`src/rtl/calc_bcd_pkg.sv`:
```
// Shared definitions for the BCD calculator sequencer.
// Key codes, ALU op encodings, FSM states, display constants.
package calc_bcd_pkg;

  localparam logic [3:0] TECLA_SUMA  = 4'd10;
  localparam logic [3:0] TECLA_RESTA = 4'd11;
  localparam logic [3:0] TECLA_MULT  = 4'd12;
  localparam logic [3:0] TECLA_MOD   = 4'd13;
  localparam logic [3:0] TECLA_IGUAL = 4'd14;
  localparam logic [3:0] TECLA_CLR   = 4'd15;

  localparam logic [1:0] OP_SUMA   = 2'b00;
  localparam logic [1:0] OP_RESTA  = 2'b01;
  localparam logic [1:0] OP_MULT   = 2'b10;
  localparam logic [1:0] OP_MODULO = 2'b11;

  typedef enum logic [2:0] {
    INGRESO_A,
    INGRESO_B,
    CALCULO,
    RESULTADO,
    ERROR
  } estado_t;

  localparam logic [15:0] ERROR_DISPLAY = 16'hFFFF;

  // Keys 10..13 map onto ops 00..11 by flipping bit 1.
  function automatic logic [1:0] tecla_a_op(input logic [1:0] t);
    return t ^ 2'b10;
  endfunction

endpackage

```
`src/rtl/registro_bcd_entrada.sv`:
```
// 4-digit BCD shift-in register for one calculator operand.
// Priority: clear, then parallel load, then digit shift.
module registro_bcd_entrada
  import calc_bcd_pkg::*;
(
  input  logic        clk,
  input  logic        rst_n,
  input  logic        load_digit,
  input  logic [3:0]  digit,
  input  logic        clear,
  input  logic        load_val,
  input  logic [15:0] val,
  output logic [15:0] q,
  output logic [15:0] q_nxt
);

  // Next value; a full register (top digit non-zero) drops new digits.
  always_comb begin
    q_nxt = q;
    if (clear) begin
      q_nxt = '0;
    end else if (load_val) begin
      q_nxt = val;
    end else if (load_digit && (q[15:12] == 4'd0)) begin
      q_nxt = {q[11:0], digit};
    end
  end

  // Operand storage.
  always_ff @(posedge clk or negedge rst_n) begin
    if (!rst_n) q <= '0;
    else        q <= q_nxt;
  end

endmodule

```
`src/rtl/control_calculadora_bcd.sv`:
```
// Keypad-to-ALU sequencer for the 4-digit BCD calculator.
// Optional macro CALC_ACUM_EN: '=' on a result repeats the last op.
module control_calculadora_bcd
  import calc_bcd_pkg::*;
#(
  parameter int LAT_ALU = 2
) (
  input  logic        clk,
  input  logic        rst_n,
  input  logic        tecla_valida,
  input  logic [3:0]  tecla,
  input  logic [15:0] alu_res,
  input  logic        alu_neg,
  input  logic        alu_err,
  output logic [15:0] alu_a,
  output logic [15:0] alu_b,
  output logic [1:0]  alu_op,
  output logic [15:0] display,
  output logic        display_neg,
  output logic        error,
  output logic        ocupado
);

  localparam logic [3:0] LAT = 4'(LAT_ALU);

  estado_t     est, est_n;
  logic [3:0]  cnt, cnt_n;
  logic [1:0]  op_q, op_n;
  logic [15:0] res_q, res_n;
  logic        neg_q, neg_n;

  logic        a_clr, a_dig, a_ld, b_clr, b_dig;
  logic [15:0] a_val, a_q, a_nxt, b_q, b_nxt;
  logic [15:0] disp_n;

  logic k_dig, k_op, k_igual, k_clr;

  assign k_dig   = tecla_valida && (tecla <= 4'd9);
  assign k_op    = tecla_valida && (tecla >= TECLA_SUMA)
                && (tecla <= TECLA_MOD);
  assign k_igual = tecla_valida && (tecla == TECLA_IGUAL);
  assign k_clr   = tecla_valida && (tecla == TECLA_CLR);

  registro_bcd_entrada u_reg_a (
    .clk        (clk),
    .rst_n      (rst_n),
    .load_digit (a_dig),
    .digit      (tecla),
    .clear      (a_clr),
    .load_val   (a_ld),
    .val        (a_val),
    .q          (a_q),
    .q_nxt      (a_nxt)
  );

  registro_bcd_entrada u_reg_b (
    .clk        (clk),
    .rst_n      (rst_n),
    .load_digit (b_dig),
    .digit      (tecla),
    .clear      (b_clr),
    .load_val   (1'b0),
    .val        (16'h0000),
    .q          (b_q),
    .q_nxt      (b_nxt)
  );

  // Next state, operand control and result capture; clear wins.
  always_comb begin
    est_n = est;
    cnt_n = cnt;
    op_n  = op_q;
    res_n = res_q;
    neg_n = neg_q;
    a_clr = 1'b0;
    a_dig = 1'b0;
    a_ld  = 1'b0;
    a_val = res_q;
    b_clr = 1'b0;
    b_dig = 1'b0;
    if (k_clr) begin
      est_n = INGRESO_A;
      cnt_n = '0;
      op_n  = OP_SUMA;
      res_n = '0;
      neg_n = 1'b0;
      a_clr = 1'b1;
      b_clr = 1'b1;
    end else begin
      unique case (est)
        INGRESO_A: begin
          if (k_dig) begin
            a_dig = 1'b1;
          end else if (k_op) begin
            op_n  = tecla_a_op(tecla[1:0]);
            b_clr = 1'b1;
            est_n = INGRESO_B;
          end
        end
        INGRESO_B: begin
          if (k_dig) begin
            b_dig = 1'b1;
          end else if (k_op) begin
            op_n = tecla_a_op(tecla[1:0]);
          end else if (k_igual) begin
            cnt_n = LAT;
            est_n = CALCULO;
          end
        end
        CALCULO: begin
          cnt_n = cnt - 4'd1;
          if (cnt <= 4'd1) begin
            cnt_n = '0;
            res_n = alu_res;
            neg_n = alu_neg;
            est_n = alu_err ? ERROR : RESULTADO;
          end
        end
        RESULTADO: begin
          if (k_dig) begin
            a_ld  = 1'b1;
            a_val = {12'h000, tecla};
            b_clr = 1'b1;
            est_n = INGRESO_A;
          end else if (k_op && !neg_q) begin
            a_ld  = 1'b1;
            op_n  = tecla_a_op(tecla[1:0]);
            b_clr = 1'b1;
            est_n = INGRESO_B;
          end
`ifdef CALC_ACUM_EN
          else if (k_igual && !neg_q) begin
            a_ld  = 1'b1;
            cnt_n = LAT;
            est_n = CALCULO;
          end
`endif
        end
        ERROR: begin
        end
        default: est_n = INGRESO_A;
      endcase
    end
  end

  // Display word follows the state being entered.
  always_comb begin
    disp_n = display;
    unique case (est_n)
      INGRESO_A: disp_n = a_nxt;
      INGRESO_B: disp_n = b_nxt;
      CALCULO:   disp_n = display;
      RESULTADO: disp_n = res_n;
      ERROR:     disp_n = ERROR_DISPLAY;
      default:   disp_n = display;
    endcase
  end

  // State, latency counter, op and captured result.
  always_ff @(posedge clk or negedge rst_n) begin
    if (!rst_n) begin
      est   <= INGRESO_A;
      cnt   <= '0;
      op_q  <= OP_SUMA;
      res_q <= '0;
      neg_q <= 1'b0;
    end else begin
      est   <= est_n;
      cnt   <= cnt_n;
      op_q  <= op_n;
      res_q <= res_n;
      neg_q <= neg_n;
    end
  end

  // Registered lamps and display.
  always_ff @(posedge clk or negedge rst_n) begin
    if (!rst_n) begin
      display     <= '0;
      display_neg <= 1'b0;
      error       <= 1'b0;
      ocupado     <= 1'b0;
    end else begin
      display     <= disp_n;
      display_neg <= (est_n == RESULTADO) && neg_n;
      error       <= (est_n == ERROR);
      ocupado     <= (est_n == CALCULO);
    end
  end

  assign alu_a  = a_q;
  assign alu_b  = b_q;
  assign alu_op = op_q;

endmodule

```
`config.mk`:
```
export PLATFORM = sky130hd
export DESIGN_NAME = control_calculadora_bcd
export DESIGN_NICKNAME = d
export VERILOG_FILES = /design/src/rtl/calc_bcd_pkg.sv /design/src/rtl/registro_bcd_entrada.sv /design/src/rtl/control_calculadora_bcd.sv
export SDC_FILE = /design/constraint.sdc
export NUM_CORES = 1
export LEC_CHECK = 0
export CAP_MARGIN = 0
export CORE_MARGIN = 3
export CORE_UTILIZATION = 49
export DETAILED_ROUTE_END_ITERATION = 8
export GPL_ROUTABILITY_DRIVEN = 0
export PLACE_DENSITY_LB_ADDON = 0.25
export SLEW_MARGIN = 20
export SYNTH_ARGS = -nofsm -noshare
export SYNTH_HDL_FRONTEND = slang
export SYNTH_HIERARCHICAL = 1
export SYNTH_SLANG_ARGS = --single-unit
```
`constraint.sdc`:
```
create_clock -name clk -period 2.5 [get_ports clk]
set_input_delay 0.5 -clock clk [delete_from_list [all_inputs] [get_ports clk]]
set_output_delay 0.5 -clock clk [all_outputs]
set_load 0.05 [all_outputs]
```
# --- After elaboration in Yosys (flattened, before gate mapping) ---
# Index checks and enable logic that the tools add are counted.
classes:
  n_eq_ne: 17
  reduce_logical: 20
  bitwise: 1
  addsub: 1
  n_lt_le_gt_ge: 4
  mux: 52
op_table:
  columns: ["op", "count"]
  rows:
  - ["two-way mux 16 bit", 11]
  - ["case mux 16 bit (4 select lines)", 1]
  - ["two-way mux 3 bit", 10]
  - ["two-way mux 4 bit", 5]
  - ["two-way mux 1 bit", 16]
  - ["inequality test 3 bit, second input constant", 5]
  - ["case mux 3 bit (5 select lines)", 1]
  - ["== test 3 x 2 -> 1 bit, second input constant", 4]
  - ["two-way mux 2 bit", 5]
  - ["logical AND 1 bit", 9]
  - ["== test 4 bit, second input constant", 2]
  - ["less-or-equal comparator 4 bit, second input constant", 2]
  - ["logical NOT 4 bit", 2]
  - ["case mux 4 bit (2 select lines)", 1]
  - ["== test 3 x 1 -> 1 bit, second input constant", 2]
  - ["== test 3 bit, second input constant", 2]
  - ["logical NOT 3 bit", 2]
  - ["nonzero test 3 bit", 2]
  - ["AND reduction 5 bit", 1]
  - [">= comparator 4 bit, second input constant", 1]
  - ["less-or-equal comparator 4 x 1 -> 1 bit, second input constant", 1]
  - ["case mux 2 bit (2 select lines)", 1]
  - ["AND reduction 4 bit", 1]
  - ["nonzero test 4 bit", 1]
  - ["other kinds (7)", 7]
word_totals:
  register_bits: 77
  input_bits: 25

# --- Longest topological paths before layout ---
# Gate-level depths: netlist of the first run.
depth:
  ltp_word: 11
  mapped_depth: 12

# --- Hierarchy ---
# Netlist of the first run, hierarchy kept.
modules_own_cells:
  columns: ["module", "seq_area_each_um2", "n_inst", "area_each_um2", "cells_each"]
  rows:
  - ["control_calculadora_bcd", 1126.1, 1, 3024.2, 315]
  - ["registro_bcd_entrada", 400.4, 2, 899.6, 87]

# --- Worst setup path before layout of the first run ---
# No wires, ideal clock.
synth_timing:
  path_type: "input -> register"
  startpoint: "input port tecla[1]"
  endpoint: "register display[2]"
  n_path_buf: 3
  t_arrival_ps: 2814
  stages: 12
  path_slack_ps: -449
  cell_sequence: "buf_6 o21ai_0 nand2_1 nor4_1 buf_4 or4b_4 buf_6 o21ai_1 a221oi_1 nor4b_1 a2111oi_0 o31ai_1"
synth_rtl:
  columns: ["item", "line", "source"]
  rows:
  - ["start, declared", "control_calculadora_bcd.sv:11", "input logic [3:0] tecla,"]
  - ["less-or-equal comparator 4 bit", "control_calculadora_bcd.sv:38", "assign k_dig = tecla_valida && (tecla <= 4'd9);"]
  - ["logical AND 1 bit", "control_calculadora_bcd.sv:38", null]
  - ["two-way mux 1 bit", "control_calculadora_bcd.sv:101", "if (k_dig) begin"]
  - ["two-way mux 1 bit", "control_calculadora_bcd.sv:90", "unique case (est)"]
  - ["two-way mux 1 bit (*)", "control_calculadora_bcd.sv:81", "if (k_clr) begin"]
  - ["named net b_dig", "control_calculadora_bcd.sv:32", "logic a_clr, a_dig, a_ld, b_clr, b_dig;"]
  - ["logical AND 1 bit (*)", "registro_bcd_entrada.sv:24", "end else if (load_digit && (q[15:12] == 4'd0)) begin"]
  - ["two-way mux 16 bit (*)", "registro_bcd_entrada.sv:24", null]
  - ["two-way mux 16 bit (*)", "registro_bcd_entrada.sv:20", "if (clear) begin"]
  - ["named net b_nxt[2]", "control_calculadora_bcd.sv:33", "logic [15:0] a_val, a_q, a_nxt, b_q, b_nxt;"]
  - ["case mux 16 bit (4 select lines) (*)", "control_calculadora_bcd.sv:149", "unique case (est_n)"]
  - ["end signal, assigned", "control_calculadora_bcd.sv:184", "display <= disp_n;"]
  - ["end, declared", "control_calculadora_bcd.sv:18", "output logic [15:0] display,"]
# Mark *: on every way through the listed nets, which the timed path passes. The rest lies on a longest branch.
# A chain may end at the register's enable or synchronous reset.

# --- Worst setup path after layout of the first run ---
layout_timing:
  startpoint: "input port tecla[1]"
  endpoint: "register display[10]"
# The elaborated chain is that of the path after synthesis.

==> results.tsv, run 1 <==
stage	metric	value	unit
run_status	status	complete, but fails checks	
run_status	failing checks	setup timing	
critical_path	CP endpoint kind	register	
final_layout	diode count	0	
die	die area	11100	µm²
critical_path	CP max stage delay	520	ps
route	DRT Pass-1 Iters	5	
job	Max Cap Violations	0	
die	IO Count	78	
critical_path	Worst Path Arrival	2740	ps
placement	DP Wirelength	11300	µm
critical_path	crit start category	input port	
critical_path	maximum fanout along the worst path	6	
die	number of cell rows	35	
global_route	initial antenna violation count	0	
die	die height	105	µm
sta	minimum clock period	2500	ps
critical_path	Reg2Reg Setup Slack	100	ps
power	worst vdd ir	0.576	mV
final_layout	post-layout util	70.7	%
synthesis	Synth Register Bits	77	
synthesis	Cell variety after synth	58	
route	vias per cell	6.32	
synthesis	Post-synth ARST share	100	%
clock_network	CTS sink count	77	
global_route	vias in the first global route	4838	
sta	Rel. slew slack	58.9	%
synthesis	Netlist Area Pre-Place	4820	µm²
clock_network	CTS tree	done	
sta	Clock Skews	12.9	ps
global_route	first-pass GRT wire length	24500	µm
critical_path	worst path required time	2740	ps
final_layout	layout cells sized above 1	29.0	%
route	final WL	15600	µm
sta	unrepaired setup endpoints after global routing	true	
route	routed length per instance	20.4	µm
final_layout	final net count	660	
power	Power Total	0.00820	W
sta	Final Hold Vio Count	0	
sta	final period utilization	100	%
synthesis	post-synthesis sequential area ratio	39.9	%
clock_network	clock buffer depth	2	
sta	Slew @ Worst Pin	615	ps
synthesis	ys flop type	dfrtp_1	
clock_network	CTS buffer count	9	
critical_path	CP dominant cell by count	buf_4	
synthesis	EDFF count, synth	0	
sta	setup TNS	-0.338	ps
sta	setup ws final	-0.338	ps
final_layout	fillcell total	699	
clock_network	Worst-path clk slew	90	ps
global_route	total routing usage reported by global routing	27.6	%
global_route	largest net degree at the start of global routing	46	
clock_network	CTS H-Tree Depth	3	
sta	final setup vio count	1	
route	DRC	0	
synthesis	synthesized instance count	489	
power	power per cell area	1230	nW/µm²
placement	placed insts	742	
global_route	total gr overflow	0	
die	die width	105	µm
min_path	worst hold path type	in -> async	
sta	final slew viol count	0	
power	Pleak	2.61	nW
clock_network	Clock Latency Late Sink	350	ps
route	DR iter-0 viols	404	
sta	Worst Hold Margin	89.3	ps
sta	Peak Freq	0.400	GHz
critical_path	CP cell instances	buf_8, o21ai_4, nand2_2, nor4_4, buf_4, or4b_4, buf_4, o21ai_2, a221oi_2, nor4b_1, a2111oi_2, o31ai_2	
placement	Port Buffers	77	
final_layout	Final Non-Filler Cells	767	
route	Routed Antenna Nets	0	
critical_path	worst setup path class	in -> reg	
critical_path	slowest cell on the critical path	or4b_4	
synthesis	Avg Cell Area, Syn	9.86	µm²
final_layout	area grow syn2layout	38.1	%
clock_network	clk root buf	clkbuf_8	
route	via count	4850	
synthesis	Synth Warn #	6	
die	Core Box Area	9420	µm²
die	Initial Utilization	51.2	%
## cells in the final DEF, fill, tap and decap left out, drive strengths merged, types with 17 or more instances in the layout
cell,n
a21oi,18
nand3,21
buf,93
a221oi,24
a211oi,18
o21ai,33
a31oi,28
o31ai,32
nor4b,17
nand4,17
inv,33
dfrtp,77
clkdlybuf4s50,72
conb,21
## synthesized netlist by cell type, types with 8 or more instances
cell type	count	area, µm²
a21oi_1	18	90.1
nand3_1	21	105
a211oi_1	17	128
and2_1	12	75.1
clkbuf_1	21	78.8
a311oi_1	8	70.1
a2111oi_2	8	120
inv_1	32	120
o21ai_0	9	45.0
nor2b_1	11	68.8
nor4b_1	17	149
a31oi_1	27	169
buf_2	16	80.1
nand2_1	11	41.3
a221oi_1	12	105
o31ai_1	25	188
buf_6	14	158
dfrtp_1	77	1930
nand4_1	17	106
o21ai_1	24	120
nor3_1	11	55.1
a221oi_2	12	180
## cell type report
cell class	count	area (µm²)	area share (%)
clock buffers	11	141	2.12
clock inverters	5	33.8	0.507
inverters	32	120	1.80
multi-input cells	347	2720	40.9
flip-flops and latches	77	1930	28.9
well taps	129	161	2.42
repair buffers	166	1550	23.3
## through the flow
stage | setup slack [ps] | cell area (µm²)
2_1_floorplan | -226 | 4920
3_3_place_gp | -618 | 6250
3_5_place_dp | -763 | 6250
4_1_cts | -15.0 | 6530
5_1_grt | -99.2 | 6660
6_report | -0.338 | 6660
## power by group
group / internal, W / leakage (nW) / switching, W
logic: 0.00198 / 1.55 / 0.00313
registers: 0.00175 / 0.969 / 0.000446
clock network: 0.000389 / 0.0857 / 0.000501
## logic make-up (layout without fill, tap and decap cells)
| family | after synthesis | count (layout) | synth area share, % |
|---|---|---|---|
| buf+inv | 86 | 214 | 9.44 |
| xor+xnor | 1 | 1 | 0.182 |
| other cells | 1 | 21 | 0.0777 |
| flops | 77 | 77 | 39.9 |
| mux | 6 | 6 | 1.32 |
| simple gates | 129 | 130 | 17.5 |
| fa+ha+maj | 2 | 2 | 0.519 |
| compound gates | 187 | 187 | 31.0 |
## sequential cells by signal, summed over array words and instances, names as in the netlist
register	cells
u_reg_a/q	16
res_q	16
u_reg_b/q	16
ocupado	1
display_neg	1
error	1
cnt	4
est	3
neg_q	1
alu_op	2
display	16
## metal layers
metal	part of all wire (%)	global-route usage, %	vias up
met3	5.7	3.92	56
met2	51	46.9	221
met4	3.9	11.6	0
li1	-	-	2194
met1	40	35.0	2379
met5	0	0	-
## what timing repair did
item                                    CTS  global route
cloned                                    1             0
pin swaps                                12             3
setup buffers                             5             3
resized for setup                        32            25
endpoints found under the setup margin   17            17
endpoints found under the hold margin     0             0
hold buffers                              0             0
## worst paths after layout
path                             start            end  cells past startpoint
max                           tecla[1]    display[10]                     12
min                              rst_n  u_reg_b/q[12]                      1
max reg2reg                     est[1]    display[10]                      9
min reg2reg                display[11]    display[11]                      2
max in group asynchronous        rst_n       res_q[2]                      2
min in group clk           display[11]    display[11]                      2
## critical path, delay by kind of cell
family                 cells  cell delay [ps]
AND/OR/NAND/NOR            4             1070
AO/OA/AOI/OAI              5              730
buffers and inverters      3              430
Power figures use the tool's default switching activity.
==> run 2, diff against run 1 <==
Settings changed: CORE_ASPECT_RATIO set to 1.25, TNS_END_PERCENT set to 30.
==> results.tsv, run 2 (synthesis gave the netlist of run 1 again) <==
stage	metric	value	unit	change
die	IO Count	78		unchanged
clock_network	clock buffer depth	2		unchanged
critical_path	crit start category	register		was input port
clock_network	hold-fix buffers at CTS	0		unchanged
final_layout	area grow syn2layout	45.2	%	was 38.1%
global_route	largest net degree at the start of global routing	35		was 46
global_route	vias in the first global route	4740		was 4,838
critical_path	maximum fanout along the worst path	17		was 6
sta	unrepaired setup endpoints after global routing	true		unchanged
clock_network	Clock Latency Late Sink	340	ps	was 350 ps
route	via count	5136		was 4,850
critical_path	Worst Path Arrival	2740	ps	about the same
die	die width	94.7	µm	was 105 µm
critical_path	Reg2Reg Setup Slack	-40	ps	was 100 ps
critical_path	CP endpoint kind	register		unchanged
final_layout	Final Cell Area	7010	µm²	was 6660 µm²
sta	final slew viol count	0		unchanged
sta	Clock Skews	6.17	ps	was 12.9 ps
power	power per cell area	1290	nW/µm²	was 1230 nW/µm²
route	routed length per instance	23.1	µm	was 20.4 µm
critical_path	CP dominant cell by count	buf_4		unchanged
sta	Final Hold Vio Count	0		unchanged
global_route	total gr overflow	0		unchanged
clock_network	CTS H-Tree Depth	3		unchanged
sta	Peak Freq	0.394	GHz	was 0.400 GHz
power	Power Total	0.00903	W	was 0.00820 W
sta	Slew @ Worst Pin	789	ps	was 615 ps
power	worst vdd ir	0.757	mV	was 0.576 mV
final_layout	layout cells sized above 1	30.7	%	was 29.0%
min_path	worst hold path type	in -> async		unchanged
die	die height	117	µm	was 105 µm
route	DRC	0		unchanged
final_layout	most common cell after layout, fill and taps aside	buf_4		unchanged
placement	DP Wirelength	11700	µm	was 11,300 µm
critical_path	CP cell instances	buf_4, nand3b_1, a31oi_1, buf_4, nor4b_2, buf_4, a2111oi_1, o31ai_1		was buf_8, o21ai_4, nand2_2, nor4_4, buf_4, or4b_4, buf_4, o21ai_2, a221oi_2, nor4b_1, a2111oi_2, o31ai_2
job	Max Cap Violations	0		unchanged
placement	Port Buffers	77		unchanged
sta	final period utilization	102	%	was 100%
clock_network	Worst-path clk slew	60	ps	was 90 ps
final_layout	commonest non-fill, non-tap cells in the layout	83 x buf_4, 76 x dfrtp_1, 72 x clkdlybuf4s50_1		was 80 x buf_4, 77 x dfrtp_1, 72 x clkdlybuf4s50_1
placement	Placed Area	6240	µm²	was 6250 µm²
final_layout	final net count	662		was 660
clock_network	CTS buffer count	9		unchanged
critical_path	worst path required time	2700	ps	was 2740 ps
clock_network	CTS tree	done		unchanged
route	DRT Pass-1 Iters	8		was 5
global_route	total routing usage reported by global routing	30.7	%	was 27.6%
die	number of cell rows	39		was 35
critical_path	CP max stage delay	420	ps	was 520 ps
clock_network	clk root buf	clkbuf_16		was clkbuf_8
run_status	status	complete, but fails checks		unchanged
critical_path	slowest cell on the critical path	dfrtp_1		was or4b_4
sta	Rel. slew slack	47.2	%	was 58.9%
route	DR iter-0 viols	943		was 404
route	Routed Antenna Nets	0		unchanged
die	die area	11100	µm²	about the same
route	final WL	17600	µm	was 15,600 µm
power	Pleak	2.76	nW	was 2.61 nW
global_route	first-pass GRT wire length	26000	µm	was 24,500 µm
die	Core Box Area	9370	µm²	was 9420 µm²
clock_network	CTS sink count	77		unchanged
global_route	initial antenna violation count	0		unchanged
sta	final setup vio count	2		was 1
run_status	failing checks	setup timing		unchanged
sta	minimum clock period	2540	ps	was 2500 ps
critical_path	worst setup path class	reg -> reg		was in -> reg
sta	setup ws final	-38.5	ps	was -0.338 ps
die	Initial Utilization	51.5	%	was 51.2%
route	vias per cell	6.74		was 6.32
final_layout	diode count	0		unchanged
run 2: changes by cell type in the layout (fill, tap and decap cells not counted), moves of 5 or more:
cell       before  now
clkbuf_16       0    9
clkbuf_8       10    3
nor4b_4         0    6
o21ai_2         9    4
a2111oi_4       1    8
nor4b_1        13    3
a2111oi_2      11    5
run 2: metrics by stage:
step | setup slack (ps) | hold slack, ps | cells | setup TNS (ps) | utilization, %
after CTS | -3.74 | 127 | 759 | -4.69 | 71.8
after floorplan | -233 | 204 | 509 | -2890 | -
after global placement | -782 | 485 | 742 | -15580 | 66.6
after detailed placement | -825 | 486 | 742 | -17380 | 66.6
final | -38.5 | 104 | 762 | -50.6 | 74.8
after global routing | -115 | 129 | 762 | -1320 | 74.8
run 2: cell type report:
cell class,count,area (µm²)
Clock buffer,12,267
Sequential cell,77,1930
Tap cell,123,154
Timing Repair Buffer,167,1520
Clock inverter,3,67.6
Inverter,32,120
Multi-Input combinational cell,348,2950
Fill cell,627,2360
run 2: worst max-delay path: cells and delay by family (launching register included):
family	cells	cell delay, ps
compound gates	3	860
flops	1	420
simple gates	2	370
buf+inv	3	750
run 2: layer usage:
| metal | routed length, µm | track usage, % | part of all wire, % |
|---|---|---|---|
| met1 | 6770 | 42.2 | 38 |
| met2 | 8350 | 47.5 | 47 |
| met3 | 1860 | 6.71 | 11 |
| met4 | 650 | 11.5 | 3.7 |
| met5 | 0 | 0 | 0 |
run 2: path summary, 6_finish.rpt:
check / to / cells after the start / startpoint
min in group clk: alu_op[1] / 2 / alu_op[1]
min reg2reg: alu_op[1] / 2 / alu_op[1]
max in group asynchronous: cnt[0] / 2 / rst_n
max reg2reg: display[13] / 8 / est[2]
max: display[13] / 8 / est[2]
min: u_reg_b/q[4] / 1 / rst_n
run 2: repair_timing:
| action | in CTS | in global routing |
|---|---|---|
| pin swaps | 13 | 14 |
| buffers inserted | 3 | 2 |
| hold endpoints to repair | 0 | 0 |
| gates resized for setup | 36 | 44 |
| endpoints found under the setup margin | 21 | 16 |
| cloned | 1 | 1 |
run 2: report_power, final:
group,total [W],internal [W],switching [W]
sequential,0.00226,0.00176,0.000506
combinational,0.00530,0.00200,0.00330
clock,0.00147,0.000950,0.000516
==> run 3, diff against run 2 <==
Settings changed: CORE_UTILIZATION 49 to 47, SYNTH_HIERARCHICAL 1 to unset.
==> results.tsv, run 3 <==
stage	metric	value	unit	change
run_status	status	complete, no violations		was complete, but fails checks
synthesis	Synth area leader	dfrtp_1		unchanged
route	final WL	12900	µm	was 17,600 µm
global_route	largest net degree at the start of global routing	44		was 35
power	worst vdd ir	0.803	mV	was 0.757 mV
global_route	total routing usage reported by global routing	26.4	%	was 30.7%
die	Core Box Area	8380	µm²	was 9370 µm²
synthesis	Netlist Area Pre-Place	4120	µm²	was 4820 µm²
route	DRT Pass-1 Iters	5		was 8
clock_network	clock buffer depth	2		unchanged
die	die area	9920	µm²	was 11,100 µm²
job	Max Cap Violations	0		unchanged
global_route	grt met2 use	42.8	%	was 47.5%
critical_path	Reg2Reg Capture Point	display[8]		was display[13]
global_route	met3 Usage GRT	5.52	%	was 6.71%
final_layout	area of the multi-input gates	2060	µm²	was 2950 µm²
final_layout	layout cells sized above 1	24.7	%	was 30.7%
global_route	vias in the first global route	3955		was 4,740
global_route	most used routing layer	met2		unchanged
sta	Final Hold Vio Count	0		unchanged
clock_network	clk root buf	clkbuf_8		was clkbuf_16
synthesis	EDFF count, synth	0		unchanged
synthesis	Area contributors post-synth	dfrtp_1 47%, mux2i_1 10%, nor2_1 4.5%		was dfrtp_1 40%, o31ai_1 3.9%, a221oi_2 3.7%
die	die height	111	µm	was 117 µm
synthesis	top-count cell post-synth	dfrtp_1		unchanged
critical_path	WP buf/inv	2		was 3
sta	Worst Hold Margin	130	ps	was 104 ps
sta	Clock Skews	13.2	ps	was 6.17 ps
synthesis	post-synth top area share	46.8	%	was 39.9%
synthesis	Cell variety after synth	64		was 58
final_layout	most common cell after layout, fill and taps aside	dfrtp_1		was buf_4
die	number of cell rows	37		was 39
sta	final period utilization	97.2	%	was 102%
critical_path	slowest cell on the critical path	clkdlybuf4s50_1		was dfrtp_1
route	DRC	0		unchanged
power	Pleak	2.57	nW	was 2.76 nW
synthesis	Synth Register Bits	77		unchanged
clock_network	CTS sink count	77		unchanged
final_layout	final net count	549		was 662
synthesis	Avg Cell Area, Syn	10.7	µm²	was 9.86 µm²
final_layout	post-layout util	68.7	%	was 74.8%
sta	Rel. slew slack	61.5	%	was 47.2%
die	die width	89.7	µm	was 94.7 µm
critical_path	crit start category	input port		was register
route	via count	3906		was 5,136
final_layout	diode count	0		unchanged
critical_path	Reg2Reg Setup Slack	80	ps	was -40 ps
critical_path	CP max stage delay	600	ps	was 420 ps
synthesis	ys flop type	dfrtp_1		unchanged
final_layout	fillcell total	665		was 627
power	power per cell area	1340	nW/µm²	was 1290 nW/µm²
critical_path	worst path required time	2800	ps	was 2700 ps
route	Routed Antenna Nets	0		unchanged
critical_path	worst setup path class	in -> reg		was reg -> reg
placement	Port Buffers	77		unchanged
global_route	total gr overflow	0		unchanged
final_layout	commonest non-fill, non-tap cells in the layout	76 x dfrtp_1, 73 x clkdlybuf4s50_1, 73 x buf_4		was 83 x buf_4, 76 x dfrtp_1, 72 x clkdlybuf4s50_1
clock_network	CTS H-Tree Depth	3		unchanged
route	DR iter-0 viols	260		was 943
route	routed length per instance	20.0	µm	was 23.1 µm
min_path	worst hold path type	in -> async		unchanged
synthesis	Synth Warn #	0		was 6
critical_path	CP endpoint kind	register		unchanged
synthesis	synthesized instance count	385		was 489
placement	DP Wirelength	9500	µm	was 11,700 µm
global_route	initial antenna violation count	0		unchanged
critical_path	CP cell instances	clkdlybuf4s50_1, nand4_2, o32a_1, a311oi_4, a21boi_4, buf_4, a32o_1		was buf_4, nand3b_1, a31oi_1, buf_4, nor4b_2, buf_4, a2111oi_1, o31ai_1
sta	final setup vio count	0		was 2
critical_path	Worst Path Arrival	2730	ps	was 2740 ps
route	vias per cell	6.07		was 6.74
critical_path	Worst Setup SP	tecla[3]		was est[2]
clock_network	CTS buffer count	9		unchanged
global_route	first-pass GRT wire length	21000	µm	was 26,000 µm
clock_network	CTS tree	done		unchanged
synthesis	commonest cells in the netlist	77 x dfrtp_1, 49 x nor2_1, 41 x mux2i_1, 27 x o21ai_0, 14 x a32o_1		was 77 x dfrtp_1, 32 x inv_1, 27 x a31oi_1, 25 x o31ai_1, 24 x o21ai_1
synthesis	post-synthesis sequential area ratio	46.8	%	was 39.9%
clock_network	Worst-path clk slew	90	ps	was 60 ps
critical_path	reg2reg path depth	7		was 8
synthesis	Post-synth ARST share	100	%	unchanged
sta	Slew @ Worst Pin	578	ps	was 789 ps
critical_path	Setup crit end	display[8]		was display[13]
critical_path	maximum fanout along the worst path	9		was 17
die	IO Count	78		unchanged
synthesis	syn_nets	412		
critical_path	Levels on crit path	7		was 8
global_route	met1 Track Usage GR	33.6	%	was 42.2%
sta	minimum clock period	2430	ps	was 2540 ps
critical_path	Crit path max-delay family	compound AO/OA/AOI/OAI gates		unchanged
sta	unrepaired setup endpoints after global routing	false		was true
clock_network	Clock Latency Late Sink	370	ps	was 340 ps
final_layout	area grow syn2layout	39.8	%	was 45.2%
sta	final slew viol count	0		unchanged
critical_path	beginning of the worst register-to-register path	est[0]		was est[2]
sta	Peak Freq	0.411	GHz	was 0.394 GHz
die	Initial Utilization	49.1	%	was 51.5%
final_layout	Reg area	1930	µm²	unchanged
## run 3: cell types whose count changed after synthesis, sizes merged, moves of 14 or more
cell	previous run	this run
o31ai	32	10
inv	32	6
a31oi	28	2
buf	33	19
a32o	0	14
a2111oi	16	0
nand3	21	4
nor2	7	49
nor4b	17	2
mux2i	3	41
## run 3: final cells by class
| class | count | share of cell area, % |
|---|---|---|
| well taps | 117 | 2.54 |
| multi-input cells | 274 | 35.8 |
| flip-flops and latches | 77 | 33.5 |
| repair buffers | 154 | 24.3 |
| inverters | 6 | 0.391 |
| clock inverters | 7 | 1.39 |
| clock buffers | 9 | 2.15 |
## run 3: routing by layer
layer	up-vias	share of wire, %
met3	37	6.8
met1	1946	41
met4	0	4.2
li1	1725	-
met5	-	0
met2	198	48
## run 3: worst min-delay path by stage
stage	from	endpoint	slack (ps)	cells after the start
6_report	rst_n	cnt[3]	130	1
4_1_cts	rst_n	u_reg_a.q[10]	150	1
3_3_place_gp	display[7]	display[7]	480	1
2_1_floorplan	rst_n	alu_op[0]	200	0
3_5_place_dp	display[0]	display[0]	490	1
5_1_grt	rst_n	u_reg_a.q[11]	160	1
## run 3: worst reg2reg max path: cells and delay by family, from the launching register on
| kind | cells | cell delay [ps] |
|---|---|---|
| AO/OA/AOI/OAI | 4 | 1150 |
| flip-flops | 1 | 490 |
| buffers and inverters | 2 | 440 |
| AND/OR/NAND/NOR | 1 | 280 |
## run 3: cells by family (layout without fill, tap and decap cells)
group | Yosys count | in the layout | synth area share, %
adders and majority gates | 3 | 3 | 0.851
buffers and inverters | 34 | 176 | 4.59
AOI/OAI and AO/OA | 115 | 115 | 21.9
muxes | 41 | 41 | 9.97
and+or+nand+nor | 114 | 114 | 15.6
DFF | 77 | 77 | 46.8
xor gates and xnor gates | 1 | 1 | 0.213
## run 3: power by group
part / leakage [nW] / total (W) / internal (W) / switching (W)
sequential: 0.996 / 0.00226 / 0.00177 / 0.000486
combinational: 1.47 / 0.00447 / 0.00184 / 0.00263
clock: 0.103 / 0.000997 / 0.000477 / 0.000520
total: 2.57 / 0.00772 / 0.00409 / 0.00363
## run 3: stage by stage
stage	instance area [µm²]	cells	TNS (ps)	total power (W)	setup slack [ps]
2_1_floorplan	4120	385	0	0.00492	34.3
6_report	5760	644	0	0.00772	69.6
4_1_cts	5740	644	0	0.00769	42.3
3_3_place_gp	5530	628	-8130	0.00658	-388
5_1_grt	5760	644	0	0.00813	3.94
3_5_place_dp	5530	628	-9520	0.00666	-434
## run 3: repair_timing
action	4_1_cts	5_1_grt
setup buffers	0	0
hold buffers	0	0
gates resized for setup	7	3
endpoints found under the setup margin	17	15
